File: src/rtl/vram_arbiter_pkg.sv
// Shared widths, slot encoding and write-queue payload for the VRAM arbiter.
// No ports; imported by the interface, the write FIFO and the arbiter top.
package vram_arbiter_pkg;

    localparam int unsigned VRAM_ADDR_W = 12;
    localparam int unsigned VRAM_DATA_W = 8;
    localparam int unsigned STAT_W      = 8;

    // Per-cycle VRAM slot owner
    localparam logic [1:0] SLOT_IDLE  = 2'd0;
    localparam logic [1:0] SLOT_GPU   = 2'd1;
    localparam logic [1:0] SLOT_CPU   = 2'd2;
    localparam logic [1:0] SLOT_FORCE = 2'd3;

    // One queued CPU store
    typedef struct packed {
        logic [VRAM_ADDR_W-1:0] address;
        logic [VRAM_DATA_W-1:0] data;
    } wr_entry_t;

    localparam int unsigned WR_ENTRY_W = $bits(wr_entry_t);

endpackage

File: src/rtl/vram_arbiter_if.sv
// Bus bundle of the VRAM arbiter: CPU store port, GPU read port, VRAM macro port.
//   slave  : arbiter side (consumes CPU/GPU requests and VRAM read data)
//   master : environment side (address decode, GPU fetch, VRAM macro)
interface vram_arbiter_if;
    import vram_arbiter_pkg::*;

    // CPU store port
    logic                   cpu_wr_strobe;
    logic [VRAM_ADDR_W-1:0] cpu_address;
    logic [VRAM_DATA_W-1:0] cpu_data;
    logic                   wr_fifo_full;
    logic                   wr_fifo_empty;
    logic                   wr_overflow;
    logic                   clr_overflow;
    // GPU read port
    logic                   in_vblank;
    logic                   gpu_rd_req;
    logic [VRAM_ADDR_W-1:0] gpu_rd_address;
    logic                   gpu_rd_grant;
    logic                   gpu_rd_valid;
    logic [VRAM_DATA_W-1:0] gpu_rd_data;
    // VRAM macro port
    logic [VRAM_ADDR_W-1:0] vram_address;
    logic                   vram_write_enable;
    logic [VRAM_DATA_W-1:0] vram_data_out;
    logic [VRAM_DATA_W-1:0] vram_data_in;

    modport slave (
        input  cpu_wr_strobe, cpu_address, cpu_data, clr_overflow,
        input  in_vblank, gpu_rd_req, gpu_rd_address, vram_data_in,
        output wr_fifo_full, wr_fifo_empty, wr_overflow,
        output gpu_rd_grant, gpu_rd_valid, gpu_rd_data,
        output vram_address, vram_write_enable, vram_data_out
    );

    modport master (
        output cpu_wr_strobe, cpu_address, cpu_data, clr_overflow,
        output in_vblank, gpu_rd_req, gpu_rd_address, vram_data_in,
        input  wr_fifo_full, wr_fifo_empty, wr_overflow,
        input  gpu_rd_grant, gpu_rd_valid, gpu_rd_data,
        input  vram_address, vram_write_enable, vram_data_out
    );

endinterface

File: src/rtl/vram_arbiter_wr_fifo.sv
// Synchronous circular FIFO for queued CPU stores (first-word fall-through head).
// Ports: clk, rst_n (async active-low), push/wdata, pop/rdata, full, empty.
// Pointers carry one wrap bit above the index so full/empty need no counter.
module vram_wr_fifo_m #(
    parameter int unsigned DEPTH = 4,
    parameter int unsigned WIDTH = 20
) (
    input  logic             clk,
    input  logic             rst_n,
    input  logic             push,
    input  logic [WIDTH-1:0] wdata,
    input  logic             pop,
    output logic [WIDTH-1:0] rdata,
    output logic             full,
    output logic             empty
);

    localparam int unsigned AW = $clog2(DEPTH);
    localparam int unsigned PW = AW + 1;

    logic [PW-1:0]    wr_ptr;
    logic [PW-1:0]    rd_ptr;
    logic [WIDTH-1:0] mem [DEPTH];
    logic             push_ok;
    logic             pop_ok;

    assign empty   = (wr_ptr == rd_ptr);
    assign full    = (wr_ptr[AW] != rd_ptr[AW]) && (wr_ptr[AW-1:0] == rd_ptr[AW-1:0]);
    assign push_ok = push && !full;
    assign pop_ok  = pop && !empty;
    assign rdata   = mem[rd_ptr[AW-1:0]];

    // Pointer update
    always_ff @(posedge clk or negedge rst_n) begin
        if (!rst_n) begin
            wr_ptr <= '0;
            rd_ptr <= '0;
        end else begin
            if (push_ok) wr_ptr <= wr_ptr + PW'(1);
            if (pop_ok)  rd_ptr <= rd_ptr + PW'(1);
        end
    end

    // Storage; contents are don't-care while empty, so no reset
    always_ff @(posedge clk) begin
        if (push_ok) mem[wr_ptr[AW-1:0]] <= wdata;
    end

endmodule

File: src/rtl/vram_arbiter.sv
// VRAM arbiter: shares the single-port 4 KiB VRAM between GPU fetch reads and
// queued CPU stores.
// Ports:
//   clk_12_5875 : pixel clock, all state on its rising edge
//   rst_B       : asynchronous active-low reset
//   bus         : vram_arbiter_if.slave (CPU store port, GPU read port, VRAM port)
//   stat_clear, stat_forced, stat_dropped : only when VRAM_ARBITER_STATS_EN is defined
// Slot priority: forced CPU slot after MAX_WAIT starved cycles, then GPU, then
// CPU; CPU and GPU swap during vblank. gpu_rd_grant and the VRAM address/write
// controls are combinational from the slot decision so VRAM data returns one
// cycle after grant.
// Stores are not forwarded to later reads; software polls wr_fifo_empty.
module vram_arbiter
    import vram_arbiter_pkg::*;
#(
    parameter int unsigned FIFO_DEPTH = 4,
    parameter int unsigned MAX_WAIT   = 8
) (
    input  logic               clk_12_5875,
    input  logic               rst_B,
    vram_arbiter_if.slave      bus
`ifdef VRAM_ARBITER_STATS_EN
    ,
    input  logic               stat_clear,
    output logic [STAT_W-1:0]  stat_forced,
    output logic [STAT_W-1:0]  stat_dropped
`endif
);

    localparam logic [7:0] MAX_WAIT_C = 8'(MAX_WAIT);

    wr_entry_t              push_entry;
    wr_entry_t              head;
    logic                   fifo_full;
    logic                   fifo_empty;
    logic                   push;
    logic                   drop;
    logic                   cpu_slot;
    logic [1:0]             slot;
    logic [7:0]             starve_cnt;
    logic                   overflow;
    logic                   rd_valid;
    logic [VRAM_DATA_W-1:0] rd_hold;

    assign push_entry = '{address: bus.cpu_address, data: bus.cpu_data};
    // Full is judged before any pop this cycle, so a strobe into a full queue is lost
    assign push       = bus.cpu_wr_strobe && !fifo_full;
    assign drop       = bus.cpu_wr_strobe && fifo_full;

    vram_wr_fifo_m #(
        .DEPTH (FIFO_DEPTH),
        .WIDTH (WR_ENTRY_W)
    ) u_wr_fifo (
        .clk   (clk_12_5875),
        .rst_n (rst_B),
        .push  (push),
        .wdata (push_entry),
        .pop   (cpu_slot),
        .rdata (head),
        .full  (fifo_full),
        .empty (fifo_empty)
    );

    // Slot decision
    always_comb begin
        slot = SLOT_IDLE;
        if (!fifo_empty && (starve_cnt == MAX_WAIT_C)) begin
            slot = SLOT_FORCE;
        end else if (bus.in_vblank && !fifo_empty) begin
            slot = SLOT_CPU;
        end else if (bus.gpu_rd_req) begin
            slot = SLOT_GPU;
        end else if (!fifo_empty) begin
            slot = SLOT_CPU;
        end
    end

    assign cpu_slot = (slot == SLOT_CPU) || (slot == SLOT_FORCE);

    // VRAM port drive
    always_comb begin
        bus.vram_address      = '0;
        bus.vram_data_out     = '0;
        bus.vram_write_enable = 1'b0;
        bus.gpu_rd_grant      = 1'b0;
        if (slot == SLOT_GPU) begin
            bus.gpu_rd_grant = 1'b1;
            bus.vram_address = bus.gpu_rd_address;
        end else if (cpu_slot) begin
            bus.vram_write_enable = 1'b1;
            bus.vram_address      = head.address;
            bus.vram_data_out     = head.data;
        end
    end

    // Starve counter: cycles a non-empty queue went without a CPU slot
    always_ff @(posedge clk_12_5875 or negedge rst_B) begin
        if (!rst_B) begin
            starve_cnt <= '0;
        end else if (fifo_empty || cpu_slot) begin
            starve_cnt <= '0;
        end else if (starve_cnt != MAX_WAIT_C) begin
            starve_cnt <= starve_cnt + 8'd1;
        end
    end

    // Sticky overflow; a new drop wins over clear
    always_ff @(posedge clk_12_5875 or negedge rst_B) begin
        if (!rst_B) begin
            overflow <= 1'b0;
        end else if (drop) begin
            overflow <= 1'b1;
        end else if (bus.clr_overflow) begin
            overflow <= 1'b0;
        end
    end

    // Read return: valid trails grant by the VRAM latency; data held between reads
    always_ff @(posedge clk_12_5875 or negedge rst_B) begin
        if (!rst_B) begin
            rd_valid <= 1'b0;
            rd_hold  <= '0;
        end else begin
            rd_valid <= bus.gpu_rd_grant;
            if (rd_valid) rd_hold <= bus.vram_data_in;
        end
    end

    assign bus.gpu_rd_valid  = rd_valid;
    assign bus.gpu_rd_data   = rd_valid ? bus.vram_data_in : rd_hold;
    assign bus.wr_fifo_full  = fifo_full;
    assign bus.wr_fifo_empty = fifo_empty;
    assign bus.wr_overflow   = overflow;

`ifdef VRAM_ARBITER_STATS_EN
    logic [STAT_W-1:0] forced_q;
    logic [STAT_W-1:0] dropped_q;

    // Saturating event counters
    always_ff @(posedge clk_12_5875 or negedge rst_B) begin
        if (!rst_B) begin
            forced_q  <= '0;
            dropped_q <= '0;
        end else if (stat_clear) begin
            forced_q  <= '0;
            dropped_q <= '0;
        end else begin
            if ((slot == SLOT_FORCE) && (forced_q != '1)) forced_q <= forced_q + STAT_W'(1);
            if (drop && (dropped_q != '1))                dropped_q <= dropped_q + STAT_W'(1);
        end
    end

    assign stat_forced  = forced_q;
    assign stat_dropped = dropped_q;
`endif

endmodule

File: src/flat_wrapper.sv
// flat-port wrapper written by rule: the top's interface ports become plain ports
module vram_arbiter_flat import vram_arbiter_pkg::*;
#(
    parameter int unsigned FIFO_DEPTH = 4,
    parameter int unsigned MAX_WAIT   = 8
)
  (clk_12_5875, rst_B, bus_cpu_wr_strobe, bus_cpu_address, bus_cpu_data, bus_clr_overflow, bus_in_vblank, bus_gpu_rd_req, bus_gpu_rd_address, bus_vram_data_in, bus_wr_fifo_full, bus_wr_fifo_empty, bus_wr_overflow, bus_gpu_rd_grant, bus_gpu_rd_valid, bus_gpu_rd_data, bus_vram_address, bus_vram_write_enable, bus_vram_data_out);
  vram_arbiter_if bus_i ();
  input  logic clk_12_5875;
  input  logic rst_B;
  input wire logic [$bits(bus_i.cpu_wr_strobe)-1:0] bus_cpu_wr_strobe;
  input wire logic [$bits(bus_i.cpu_address)-1:0] bus_cpu_address;
  input wire logic [$bits(bus_i.cpu_data)-1:0] bus_cpu_data;
  input wire logic [$bits(bus_i.clr_overflow)-1:0] bus_clr_overflow;
  input wire logic [$bits(bus_i.in_vblank)-1:0] bus_in_vblank;
  input wire logic [$bits(bus_i.gpu_rd_req)-1:0] bus_gpu_rd_req;
  input wire logic [$bits(bus_i.gpu_rd_address)-1:0] bus_gpu_rd_address;
  input wire logic [$bits(bus_i.vram_data_in)-1:0] bus_vram_data_in;
  output wire logic [$bits(bus_i.wr_fifo_full)-1:0] bus_wr_fifo_full;
  output wire logic [$bits(bus_i.wr_fifo_empty)-1:0] bus_wr_fifo_empty;
  output wire logic [$bits(bus_i.wr_overflow)-1:0] bus_wr_overflow;
  output wire logic [$bits(bus_i.gpu_rd_grant)-1:0] bus_gpu_rd_grant;
  output wire logic [$bits(bus_i.gpu_rd_valid)-1:0] bus_gpu_rd_valid;
  output wire logic [$bits(bus_i.gpu_rd_data)-1:0] bus_gpu_rd_data;
  output wire logic [$bits(bus_i.vram_address)-1:0] bus_vram_address;
  output wire logic [$bits(bus_i.vram_write_enable)-1:0] bus_vram_write_enable;
  output wire logic [$bits(bus_i.vram_data_out)-1:0] bus_vram_data_out;
  assign bus_i.cpu_wr_strobe = bus_cpu_wr_strobe;
  assign bus_i.cpu_address = bus_cpu_address;
  assign bus_i.cpu_data = bus_cpu_data;
  assign bus_i.clr_overflow = bus_clr_overflow;
  assign bus_i.in_vblank = bus_in_vblank;
  assign bus_i.gpu_rd_req = bus_gpu_rd_req;
  assign bus_i.gpu_rd_address = bus_gpu_rd_address;
  assign bus_i.vram_data_in = bus_vram_data_in;
  assign bus_wr_fifo_full = bus_i.wr_fifo_full;
  assign bus_wr_fifo_empty = bus_i.wr_fifo_empty;
  assign bus_wr_overflow = bus_i.wr_overflow;
  assign bus_gpu_rd_grant = bus_i.gpu_rd_grant;
  assign bus_gpu_rd_valid = bus_i.gpu_rd_valid;
  assign bus_gpu_rd_data = bus_i.gpu_rd_data;
  assign bus_vram_address = bus_i.vram_address;
  assign bus_vram_write_enable = bus_i.vram_write_enable;
  assign bus_vram_data_out = bus_i.vram_data_out;
  vram_arbiter #(.FIFO_DEPTH(FIFO_DEPTH), .MAX_WAIT(MAX_WAIT)) u_core (.clk_12_5875(clk_12_5875), .rst_B(rst_B), .bus(bus_i));
endmodule
File: config.mk
export PLATFORM = sky130hd
export DESIGN_NAME = vram_arbiter_flat
export DESIGN_NICKNAME = d
export VERILOG_FILES = /design/src/rtl/vram_arbiter_pkg.sv /design/src/rtl/vram_arbiter_if.sv /design/src/rtl/vram_arbiter_wr_fifo.sv /design/src/rtl/vram_arbiter.sv /design/src/flat_wrapper.sv
export SDC_FILE = /design/constraint.sdc
export NUM_CORES = 1
export LEC_CHECK = 0
export BUFFER_PORTS_ARGS = -buffer_cell sky130_fd_sc_hd__clkbuf_2
export CAP_MARGIN = 25
export CORE_MARGIN = 5
export CORE_UTILIZATION = 45
export DETAILED_ROUTE_END_ITERATION = 6
export PLACE_DENSITY_LB_ADDON = 0.05
export SETUP_SLACK_MARGIN = 0.05
export SLEW_MARGIN = 20
export SYNTH_ARGS = -nofsm -noshare
export SYNTH_HDL_FRONTEND = slang
export SYNTH_SLANG_ARGS = --single-unit
File: constraint.sdc
create_clock -name clk_12_5875 -period 2.7 [get_ports clk_12_5875]
set_clock_uncertainty 0.05 [all_clocks]
set_input_delay 0 -clock clk_12_5875 [delete_from_list [all_inputs] [get_ports clk_12_5875]]
set_output_delay 0 -clock clk_12_5875 [all_outputs]
set_load 0.005 [all_outputs]
* Word level (Yosys, flattened, before mapping)
Memories as Yosys holds them, arrays and structs flattened.
Index checks and enable logic that the tools add are counted.
** Word-level totals
- Flip-flop bits (word level) :: 24
- Bits in writable memories :: 80
- Input bits :: 46
- Output and inout bits :: 34
- Logic and storage cells :: 49
- Memories kept :: 1
** Cells by class
- $add $sub $neg :: 3
- Eq/ne operators :: 8
- Multiplexer cells :: 18
- Reduce and logical (&&, ||, !) cells :: 13
** Memories
- u_core.u_wr_fifo.mem :: words 4, bits a word 20, rd ports 1, clocked after memory_dff 0, write ports 1, line vram_arbiter_wr_fifo.sv:23 : logic [WIDTH-1:0] mem [DEPTH];
** Operators by type and width (count)
- 8-bit 2-to-1 mux :: 5
- 12-bit 2-to-1 mux :: 2
- 8-bit by 1-bit adder with 8-bit output (second input constant) :: 1
- 8-bit by 4-bit == test with 1-bit output (second input constant) :: 1
- 2-bit 2-to-1 mux :: 4
- 8-bit by 4-bit inequality test with 1-bit output (second input constant) :: 1
- 1-bit logical AND :: 7
- 1-bit 2-to-1 mux :: 7
- 3-bit by 1-bit adder with 3-bit output (second input constant) :: 2
- 2-bit == test (second input constant) :: 2
- 2-bit nonzero test :: 2
- 3-bit == test :: 1
- 2-bit by 1-bit == test with 1-bit output (second input constant) :: 1
- 2-bit == test :: 1
- 1-bit zero test :: 2
- 1-bit logical OR :: 2
- 1-bit inequality test :: 1

* Depth between registers and ports, before layout
Gate-level depths: netlist of run 1.
- Depth in word-level cells :: 9
- Depth in mapped cells :: 8
- Gate-level depth less buffers :: 6

* Modules after synthesis
From an unflattened synthesis of run 1, not the netlist that was laid out.
** Second synthesis, totals
- Cell total of the unflattened synthesis :: 244
- Area, all modules :: 4394.2 µm²
** By module, submodules not included
- vram_wr_fifo_m :: instances 1, cells each 154, area each 3402.0 µm², sequential area each 2552.4 µm²
- vram_arbiter :: instances 1, cells each 90, area each 992.2 µm², sequential area each 450.4 µm²

* Worst setup path before layout of run 1
Ideal clock, no wire load.
- Path kind :: register -> register
- Start point :: register u_core.u_wr_fifo.rd_ptr[0]
- End point :: memory u_core.u_wr_fifo.mem[3][0] (enable)
- Library setup time :: 0.380 ns
- Arrival time :: 1.511 ns
- Data required time :: 2.270 ns
- Path slack :: 0.759 ns
- Stages on the path, launching flop included :: 4
- Buffers on the path :: 0
- Period minus slack after synthesis :: 1.941 ns
- Cell sequence :: dfrtp_1 -> xnor2_2 -> a31oi_2 -> and2_1
** Between the ends
- Longest elaborated chain between the ends :: 7
** Ends and longest elaborated chain
- start: declaration :: line vram_arbiter_wr_fifo.sv:22 : logic [PW-1:0] rd_ptr;
- start signal: assignment :: line vram_arbiter_wr_fifo.sv:40 : if (pop_ok) rd_ptr <= rd_ptr + PW'(1);
- 2-bit == test (*) :: line vram_arbiter_wr_fifo.sv:28 : assign full = (wr_ptr[AW] != rd_ptr[AW]) && (wr_ptr[AW-1:0] == rd_ptr[AW-1:0]);
- 1-bit logical AND (*) :: line vram_arbiter_wr_fifo.sv:28
- 1-bit zero test (*) :: line vram_arbiter_wr_fifo.sv:29, vram_arbiter.sv:47
- 1-bit logical AND :: line vram_arbiter.sv:47 : assign push = bus.cpu_wr_strobe && !fifo_full;
- 1-bit logical AND (*) :: line vram_arbiter_wr_fifo.sv:29 : assign push_ok = push && !full;
- 1-bit 2-to-1 mux (*) :: line vram_arbiter_wr_fifo.sv:46 : if (push_ok) mem[wr_ptr[AW-1:0]] <= wdata;
- 1-bit 2-to-1 mux (implied by the code) (*) :: line vram_arbiter_wr_fifo.sv:46
- end: declaration :: line vram_arbiter_wr_fifo.sv:23
Mark *: on every way between the ends. The rest lies on a longest branch, timed or not.

* Worst setup path after layout of run 1
- Start point :: register u_core.starve_cnt[0]
- End point :: output port bus_vram_address[11]
** Between the ends
- Longest elaborated chain between the ends :: 7
- Elaborated cells on any way between the ends :: 9
- Classes of those cells :: eq/ne (4); mux (3); reduce/logical (2)
** Ends and longest elaborated chain
- start: declaration :: line vram_arbiter.sv:40 : logic [7:0] starve_cnt;
- start signal: assignment :: line vram_arbiter.sv:103 : starve_cnt <= starve_cnt + 8'd1;
- 8-bit by 4-bit == test with 1-bit output (*) :: line vram_arbiter.sv:67 : if (!fifo_empty && (starve_cnt == MAX_WAIT_C)) begin
- 1-bit logical AND (*) :: line vram_arbiter.sv:67
- 2-bit 2-to-1 mux (*) :: line vram_arbiter.sv:67
- 2-bit == test :: line vram_arbiter.sv:78 : assign cpu_slot = (slot == SLOT_CPU) || (slot == SLOT_FORCE);
- 1-bit logical OR :: line vram_arbiter.sv:78
- 12-bit 2-to-1 mux :: line vram_arbiter.sv:89 : end else if (cpu_slot) begin
- 12-bit 2-to-1 mux (*) :: line vram_arbiter.sv:86 : if (slot == SLOT_GPU) begin
- end: declaration :: line flat_wrapper.sv:25 : output wire logic [$bits(bus_i.vram_address)-1:0] bus_vram_address;
Marked as above.

==> results.json, run 1 <==
{
  "synth_top_area_frac": 0.5528,
  "synth_flop_cell": "edfxtp_1",
  "cts_tree": "built",
  "io_pins": 80,
  "leakage_nw": 2.141,
  "startpoint_type": "register",
  "synth_compound_area_frac": 0.03398,
  "diodes": 0,
  "path_clk_slew_ns": 0.10,
  "rsz0062_at_grt": "no",
  "die_y_um": 108.3,
  "yosysWarnings": 0,
  "drt_wl_total_um": 8516,
  "cpPeakStageDelay_ns": 0.43,
  "worstPathArrival_ns": 2.17,
  "post-cts-setup-buffers": 0,
  "slew_violations": 0,
  "grt-ovfl-total": 0,
  "grt_pass1_vias": 2644,
  "clock-root-buffer": "clkbuf_8",
  "cts.sinks": 104,
  "num_vias": 2477,
  "synthTopCellsByArea": "edfxtp_1 55%, dfrtp_1 14%, mux4_2 10%",
  "drt-initial-drc-count": 71,
  "area_growth_pct": 24.70,
  "worstMarginPinSlew_ns": 0.5841,
  "grt_max_degree": 25,
  "synth_top_family_by_area": "multiplexers",
  "gp_congestion": 0.7781,
  "layout_min_cycle_time_ns": 2.221,
  "syn_inst": 252,
  "slew_headroom": 0.6106,
  "post-route-period-util": 0.8228,
  "start_util": 0.4659,
  "synth.top_cells.by_count": "80 x edfxtp_1, 24 x dfrtp_1, 20 x mux4_2",
  "cts_made_buffers": 9,
  "synth_area_leader_cell": "edfxtp_1",
  "fin_tns_setup_ns": 0,
  "drv_cap": 0,
  "wire_per_inst_um": 16.93,
  "port_buffers": 79,
  "synth_enable_flop_cells": 80,
  "cts_max_level": 3,
  "ys_seq_area_frac": 0.6910,
  "report.final.hold_viol_count": 0,
  "synthSimpleGateAreaFrac": 0.07227,
  "crit_type": "reg -> out",
  "required_ns": 2.65,
  "syn-num-nets": 305,
  "dieArea_sq_um": 11720,
  "remaining_drc_errors": 0,
  "grt_pass1_wl_um": 13570,
  "vias_per_cell": 4.924,
  "hold_class": "in -> reg",
  "drtAntennaViolNets": 0,
  "synth_xor_area_frac": 0.02995,
  "syn-cell-area_sq_um": 4345,
  "power_density_nw_per_um2": 1008,
  "path_max_fanout": 22,
  "path_cells": "inv_1 > ha_1 > nand4bb_1 > o41ai_4 > buf_4 > nand3_1 > o21ai_0 > clkbuf_2",
  "core_area_sq_um": 9328,
  "antenna_found_initial": 0,
  "fp-row-count": 35,
  "worst_slack_ns": 0.4786,
  "ir_drop_uv": 515.6,
  "grtUsageTotal": 0.1553,
  "cts.path.max_buffers": 2,
  "nets": 422,
  "cp-end-kind": "primary output",
  "die-width_um": 108.3,
  "ys_seq_elements": 104,
  "dp_hpwl_um": 5557,
  "status": "finished clean",
  "ys_types": 31,
  "setup_viol": 0,
  "synth.avg_cell_area_sq_um": 17.24,
  "max_freq_mhz": 450.2,
  "async_reset_ff_frac": 0.2308,
  "drive_gt1_frac": 0.3904,
  "dr.pass1.iters": 4,
  "whs_ns": 0.07285,
  "yosys.cell_count.top_type": "edfxtp_1",
  "slowest_stage": "dfrtp_1",
  "clkLatencyLatePin_ns": 0.36,
  "place_ws_ns": 0.6893,
  "synth_mux_area_frac": 0.1278,
  "synth_fa_ha_area_frac": 0.02016
}
==> critical path: cells and delay by family, from the launching register on <==
kind	cells	cell delay (ns)
buffers and inverters	3	0.58
AOI/OAI and AO/OA	2	0.40
and+or+nand+nor	2	0.26
adders and majority gates	1	0.13
DFF	1	0.43
==> placed cells by master, fill, tap and decap left out, types with 2 or more instances in the layout <==
cell type / netlist / layout
edfxtp_1: 80 / 80
clkbuf_2: 0 / 79
dlygate4sd3_1: 0 / 32
dfrtp_1: 24 / 24
mux4_2: 20 / 20
nand2_1: 15 / 15
nand3_1: 15 / 15
and3_1: 10 / 10
o21ai_2: 9 / 9
nor2_1: 9 / 9
clkbuf_8: 0 / 9
mux2_2: 8 / 8
inv_1: 8 / 8
buf_4: 2 / 8
xor2_1: 7 / 7
ha_1: 7 / 7
xnor2_1: 6 / 6
and2_1: 5 / 5
o21ai_0: 4 / 4
inv_8: 0 / 3
nor2b_1: 2 / 2
inv_6: 0 / 2
==> layer usage <==
metal | up-vias | track usage | share of wire
met3 | 8 | 0.03642 | 0.046
met4 | 0 | 0.04058 | 0.011
met2 | 55 | 0.2731 | 0.52
met1 | 1229 | 0.1936 | 0.42
li1 | 1185 | - | -
met5 | - | 0 | 0
==> final cells by class <==
type | count | area [sq um]
sequential | 104 | 3003
clock inverter | 7 | 90.09
clock buffer | 9 | 123.9
inverter | 8 | 30.03
tap | 129 | 161.4
timing repair buffer | 119 | 775.7
fill | 764 | 3909
multi-input combinational | 127 | 1235
==> flip-flops by register name (all words and copies together), names as in the netlist <==
| name | count |
|---|---|
| u_core.bus.gpu_rd_valid | 1 |
| u_core.bus.wr_overflow | 1 |
| u_core.rd_hold | 8 |
| u_core.starve_cnt | 8 |
| u_core.u_wr_fifo.mem | 80 |
| u_core.u_wr_fifo.rd_ptr | 3 |
| u_core.u_wr_fifo.wr_ptr | 3 |
==> report_power, final <==
group	switching, W	internal, W	leakage, nW	total [W]
clock	0.000552	0.000456	0.110	0.00101
sequential	0.000139	0.00215	1.04	0.00229
combinational	0.00112	0.00105	0.995	0.00217
==> through the flow <==
step / std cells / cell area (sq um) / utilization / total power, W
global route: 503 / 5419 / 0.5810 / 0.005858
finish: 503 / 5419 / 0.5810 / 0.005463
CTS: 503 / 5419 / 0.5810 / 0.005575
global placement: 455 / 4885 / 0.5237 / 0.004489
floorplan: 252 / 4345 / - / 0.003747
detailed placement: 455 / 4885 / 0.5237 / 0.004508
==> final timing paths <==
kind	cells past startpoint	endpoint	slack (ns)	from
setup / recovery	8	bus_vram_address[11]	0.48	u_core.starve_cnt[0]$_DFFE_PN0P_
hold / removal	2	u_core.bus.gpu_rd_valid$_DFF_PN0_	0.07	bus_gpu_rd_req
setup reg to reg	7	u_core.starve_cnt[3]$_DFFE_PN0P_	0.72	u_core.starve_cnt[0]$_DFFE_PN0P_
hold reg to reg	1	u_core.rd_hold[5]$_DFF_PN0_	0.45	u_core.rd_hold[5]$_DFF_PN0_
max in group asynchronous	2	u_core.u_wr_fifo.rd_ptr[1]$_DFFE_PN0P_	2.10	rst_B
min in group asynchronous	2	u_core.u_wr_fifo.wr_ptr[1]$_DFFE_PN0P_	0.12	rst_B
==> logic make-up after synthesis <==
| group | Yosys count |
|---|---|
| flip-flops | 104 |
| AND/OR/NAND/NOR | 61 |
| multiplexers | 29 |
| buffers and inverters | 21 |
| AO/OA/AOI/OAI | 16 |
| XOR/XNOR | 14 |
| adder cells (fa/ha/maj) | 7 |
==> what timing repair did <==
| action | CTS | global route |
|---|---|---|
| hold buffers | 32 | 0 |
| hold endpoints to repair | 115 | 0 |
| endpoints found under the setup margin | 0 | 0 |
| resized for setup | 0 | 0 |
(Power assumes the default switching activity.)
==> run 2, diff against run 1 <==
- clock period: 2.7 -> 2.05 ns (I/O delays scaled with it)
==> results.json, run 2 (synthesis results as in run 1) <==
{
  "status": "complete, but fails checks",
  "violations": "setup timing",
  "layout_commonest_cell": "edfxtp_1",
  "cp.buffers_inverters": 4,
  "grt_max_degree": 25,
  "gp_congestion": 0.7528,
  "die-width_um": 108.3,
  "path_max_fanout": 9,
  "worstMarginPinSlew_ns": 0.5964,
  "cts_tree": "built",
  "power_density_nw_per_um2": 1356,
  "leakage_nw": 2.248,
  "path_clk_slew_ns": 0.10,
  "r2r_slack_ns": 0.02,
  "ir_drop_uv": 505.9,
  "cts.path.max_buffers": 2,
  "start_util": 0.4659,
  "cp-startpoint": "u_core.starve_cnt[1]$_DFFE_PN0P_",
  "startpoint_type": "register",
  "grt_pass1_wl_um": 13640,
  "path_cells": "inv_1 > ha_2 > nand4bb_1 > o41ai_4 > buf_4 > and2_4 > buf_12 > o21ai_2 > clkbuf_2",
  "drt-initial-drc-count": 112,
  "report.final.hold_viol_count": 0,
  "max_freq_mhz": 478.9,
  "cpPeakStageDelay_ns": 0.39,
  "wire_per_inst_um": 17.09,
  "vias_per_cell": 4.928,
  "post-route-period-util": 1.019,
  "antenna_found_initial": 0,
  "dr.pass1.iters": 4,
  "fill_cells": 733,
  "final_area_sq_um": 5704,
  "slew_violations": 0,
  "cts_made_buffers": 9,
  "cp-end-kind": "primary output",
  "seq_area_sq_um": 3003,
  "die_y_um": 108.3,
  "whs_ns": 0.1127,
  "layout_min_cycle_time_ns": 2.088,
  "nets": 435,
  "drt_wl_total_um": 8820,
  "setup_viol": 13,
  "clock-root-buffer": "clkbuf_8",
  "grt_pass1_vias": 2608,
  "multiInputGateArea_sq_um": 1294,
  "dp_hpwl_um": 5495,
  "port_buffers": 79,
  "rsz0062_at_grt": "yes",
  "largest_reg_flops": 80,
  "num_vias": 2543,
  "fp-row-count": 35,
  "dieArea_sq_um": 11720,
  "clkLatencyLatePin_ns": 0.36,
  "place_area_sq_um": 4950,
  "layout_common_cells": "80 x edfxtp_1, 67 x clkbuf_2, 32 x dlygate4sd3_1",
  "drv_cap": 0,
  "worstPathArrival_ns": 2.04,
  "regToRegEndpoint": "u_core.u_wr_fifo.rd_ptr[1]$_DFFE_PN0P_",
  "drive_gt1_frac": 0.4444,
  "hold_class": "in -> async",
  "drtAntennaViolNets": 0,
  "grtUsageTotal": 0.1569,
  "core_area_sq_um": 9328,
  "io_pins": 80,
  "grt-ovfl-total": 0,
  "area_growth_pct": 31.27,
  "cts_max_level": 3,
  "diodes": 0,
  "crit_type": "reg -> out",
  "required_ns": 2.00,
  "r2r.worst_path.cells": 9,
  "cp_top_family": "buffers and inverters",
  "slowest_stage": "dfrtp_1",
  "cts.sinks": 104,
  "total_power_w": 0.007735,
  "remaining_drc_errors": 0,
  "slew_headroom": 0.6024,
  "r2r-start": "u_core.starve_cnt[1]$_DFFE_PN0P_",
  "worst_slack_ns": -0.03811
}
[run 2: cell count changes in the layout (fill, tap and decap cells not counted), sizes merged]
cell / change
clkbuf: -12
clkinv: +1
bufinv: -1
buf: +25
[run 2: layout make-up]
cell class,count,area share
sequential,104,0.5264
multi-input combinational,127,0.2268
timing repair buffer,132,0.1788
tap,129,0.02830
clock buffer,9,0.02172
clock inverter,7,0.01272
inverter,8,0.005264
[run 2: per-layer routing]
| metal | GRT usage | wire length (um) | up-vias |
|---|---|---|---|
| li1 | - | - | 1210 |
| met1 | 0.2096 | 3882 | 1272 |
| met2 | 0.2571 | 4469 | 54 |
| met3 | 0.03821 | 385 | 7 |
| met4 | 0.04599 | 83 | 0 |
| met5 | 0 | 0 | - |
[run 2: worst max path at each step]
stage	to	slack [ns]	cells after the start
after floorplan	u_core.u_wr_fifo.mem[3][0]$_DFFE_PP_	0.11	3
after global placement	u_core.starve_cnt[2]$_DFFE_PN0P_	0.24	7
after detailed placement	u_core.starve_cnt[7]$_DFFE_PN0P_	0.18	7
after CTS	bus_vram_address[10]	-0.12	9
after global routing	bus_vram_address[5]	-0.18	9
final	bus_vram_address[8]	-0.04	9
[run 2: metrics by stage]
step	setup slack, ns	cells	utilization	TNS, ns
after global routing	-0.1757	516	0.6115	-2.745
final	-0.03811	516	0.6115	-0.3701
after floorplan	0.1090	252	-	0
after detailed placement	0.1823	457	0.5307	0
after global placement	0.2414	457	0.5307	0
after CTS	-0.1223	514	0.5988	-1.864
[run 2: power breakdown]
| group | total, W | leakage [nW] | switching, W | internal (W) |
|---|---|---|---|---|
| registers | 0.00301 | 1.04 | 0.000185 | 0.00283 |
| clock network | 0.00124 | 0.103 | 0.000755 | 0.000484 |
| logic | 0.00348 | 1.11 | 0.00162 | 0.00186 |
[run 2: repair_timing]
action	4_1_cts	5_1_grt
cloned	1	0
endpoints found under the hold margin	115	0
gates resized for setup	12	31
hold buffers	32	0
buffers inserted	8	4
pin swaps	2	6
endpoints found under the setup margin	22	32
==> run 3, diff against run 2 <==
- CORE_ASPECT_RATIO: unset -> 0.8
==> results.json, run 3 (synthesis results as in run 1) <==
{
  "status": "complete, but fails checks",
  "violations": "setup timing",
  "multiInputGateArea_sq_um": 1242,
  "post-route-period-util": 1.002,
  "fin_tns_setup_ns": -0.004448,
  "rsz0062_at_grt": "yes",
  "area_growth_pct": 31.30,
  "layout_min_cycle_time_ns": 2.054,
  "slew_headroom": 0.6003,
  "cts_made_buffers": 9,
  "slew_violations": 0,
  "grt_pass1_wl_um": 14390,
  "nets": 435,
  "setup_viol": 1,
  "core_area_sq_um": 9529,
  "die-width_um": 119.9,
  "power_density_nw_per_um2": 1406,
  "drt-initial-drc-count": 116,
  "path_cells": "inv_1 > ha_1 > nand4bb_1 > o41ai_4 > buf_6 > and2_4 > buf_12 > o21ai_0 > clkbuf_2",
  "dr.pass1.iters": 4,
  "grtUsageTotal": 0.1614,
  "startpoint_type": "register",
  "worstMarginPinSlew_ns": 0.5996,
  "remaining_drc_errors": 0,
  "cpPeakStageDelay_ns": 0.37,
  "dieArea_sq_um": 11730,
  "wire_per_inst_um": 17.84,
  "grt-ovfl-total": 0,
  "place_area_sq_um": 4930,
  "cp_top_family": "buffers and inverters",
  "io_pins": 80,
  "largest_reg_flops": 80,
  "num_vias": 2576,
  "fill_cells": 758,
  "dp_hpwl_um": 5802,
  "seq_area_sq_um": 3003,
  "cp.buffers_inverters": 4,
  "clock-root-buffer": "clkbuf_16",
  "gp_congestion": 0.7590,
  "start_util": 0.4560,
  "drv_cap": 0,
  "die_y_um": 97.90,
  "grt_pass1_vias": 2722,
  "total_power_w": 0.008024,
  "cts.sinks": 104,
  "fp-row-count": 32,
  "report.final.hold_viol_count": 0,
  "drive_gt1_frac": 0.4160,
  "diodes": 0,
  "crit_type": "reg -> out",
  "slowest_stage": "dfrtp_1",
  "max_freq_mhz": 486.7,
  "antenna_found_initial": 0,
  "drtAntennaViolNets": 0,
  "worst_slack_ns": -0.004448,
  "cp-end-kind": "primary output",
  "clkLatencyLatePin_ns": 0.34,
  "leakage_nw": 2.291,
  "ir_drop_uv": 774.0,
  "port_buffers": 79,
  "worstPathArrival_ns": 2.00,
  "path_clk_slew_ns": 0.07,
  "vias_per_cell": 5.091,
  "whs_ns": 0.02645,
  "drt_wl_total_um": 9029,
  "cts_max_level": 3,
  "final_area_sq_um": 5705,
  "hold_class": "in -> reg",
  "grt_max_degree": 25,
  "required_ns": 2.00,
  "cts_tree": "built",
  "layout_commonest_cell": "edfxtp_1",
  "path_max_fanout": 7,
  "layout_common_cells": "80 x edfxtp_1, 77 x clkbuf_2, 31 x dlygate4sd3_1",
  "cts.path.max_buffers": 2
}
[run 3: worst paths after layout]
| check | slack [ns] | end | start | cells past startpoint |
|---|---|---|---|---|
| setup / recovery | -0.004 | bus_vram_address[0] | u_core.starve_cnt[0]$_DFFE_PN0P_ | 9 |
| setup reg to reg | 0.02 | u_core.u_wr_fifo.rd_ptr[1]$_DFFE_PN0P_ | u_core.starve_cnt[0]$_DFFE_PN0P_ | 9 |
| hold reg to reg | 0.44 | u_core.rd_hold[1]$_DFF_PN0_ | u_core.rd_hold[1]$_DFF_PN0_ | 1 |
| min in group asynchronous | 0.15 | u_core.u_wr_fifo.rd_ptr[2]$_DFFE_PN0P_ | rst_B | 2 |
| hold / removal | 0.03 | u_core.u_wr_fifo.wr_ptr[0]$_DFFE_PN0P_ | bus_cpu_wr_strobe | 4 |
| max in group asynchronous | 1.41 | u_core.starve_cnt[1]$_DFFE_PN0P_ | rst_B | 2 |
[run 3: cell type report]
class                      instances  share of cell area
clock buffer                       9             0.03947
timing repair buffer             132              0.1673
sequential                       104              0.5263
multi-input combinational        127              0.2178
clock inverter                     7             0.01776
tap                              119             0.02610
inverter                           8            0.005263
[run 3: tightest hold or removal path, stage by stage]
cell      delay [ns]
clkbuf_2        0.08
inv_1           0.09
a31oi_2         0.09
xnor2_1         0.13
[run 3: repair_timing]
action | in CTS | in global routing
hold endpoints to repair | 113 | 0
gates cloned | 0 | 2
resized for setup | 4 | 11
endpoints found under the setup margin | 22 | 23
hold buffers | 31 | 0
buffers inserted | 4 | 2
pin swaps | 1 | 0
[run 3: per-layer routing]
layer / track usage / routed length [um] / vias up / part of all wire
li1: - / - / 1219 / -
met1: 0.2156 / 4040 / 1293 / 0.45
met2: 0.2652 / 4519 / 54 / 0.50
met3: 0.04111 / 375 / 10 / 0.042
met4: 0.04489 / 93 / 0 / 0.010
met5: 0 / 0 / - / 0
[run 3: report_power, final]
group | internal [W] | switching [W] | leakage [nW] | total, W
sequential | 0.00283 | 0.000192 | 1.04 | 0.00303
clock | 0.00108 | 0.000761 | 0.160 | 0.00184
combinational | 0.00160 | 0.00156 | 1.10 | 0.00315
[run 3: stage by stage]
stage | util | worst slack [ns] | std cells
2_1_floorplan | - | 0.1090 | 252
3_3_place_gp | 0.5173 | 0.2041 | 451
3_5_place_dp | 0.5173 | 0.1269 | 451
4_1_cts | 0.5902 | -0.001204 | 502
5_1_grt | 0.5987 | -0.1051 | 506
6_report | 0.5987 | -0.004448 | 506
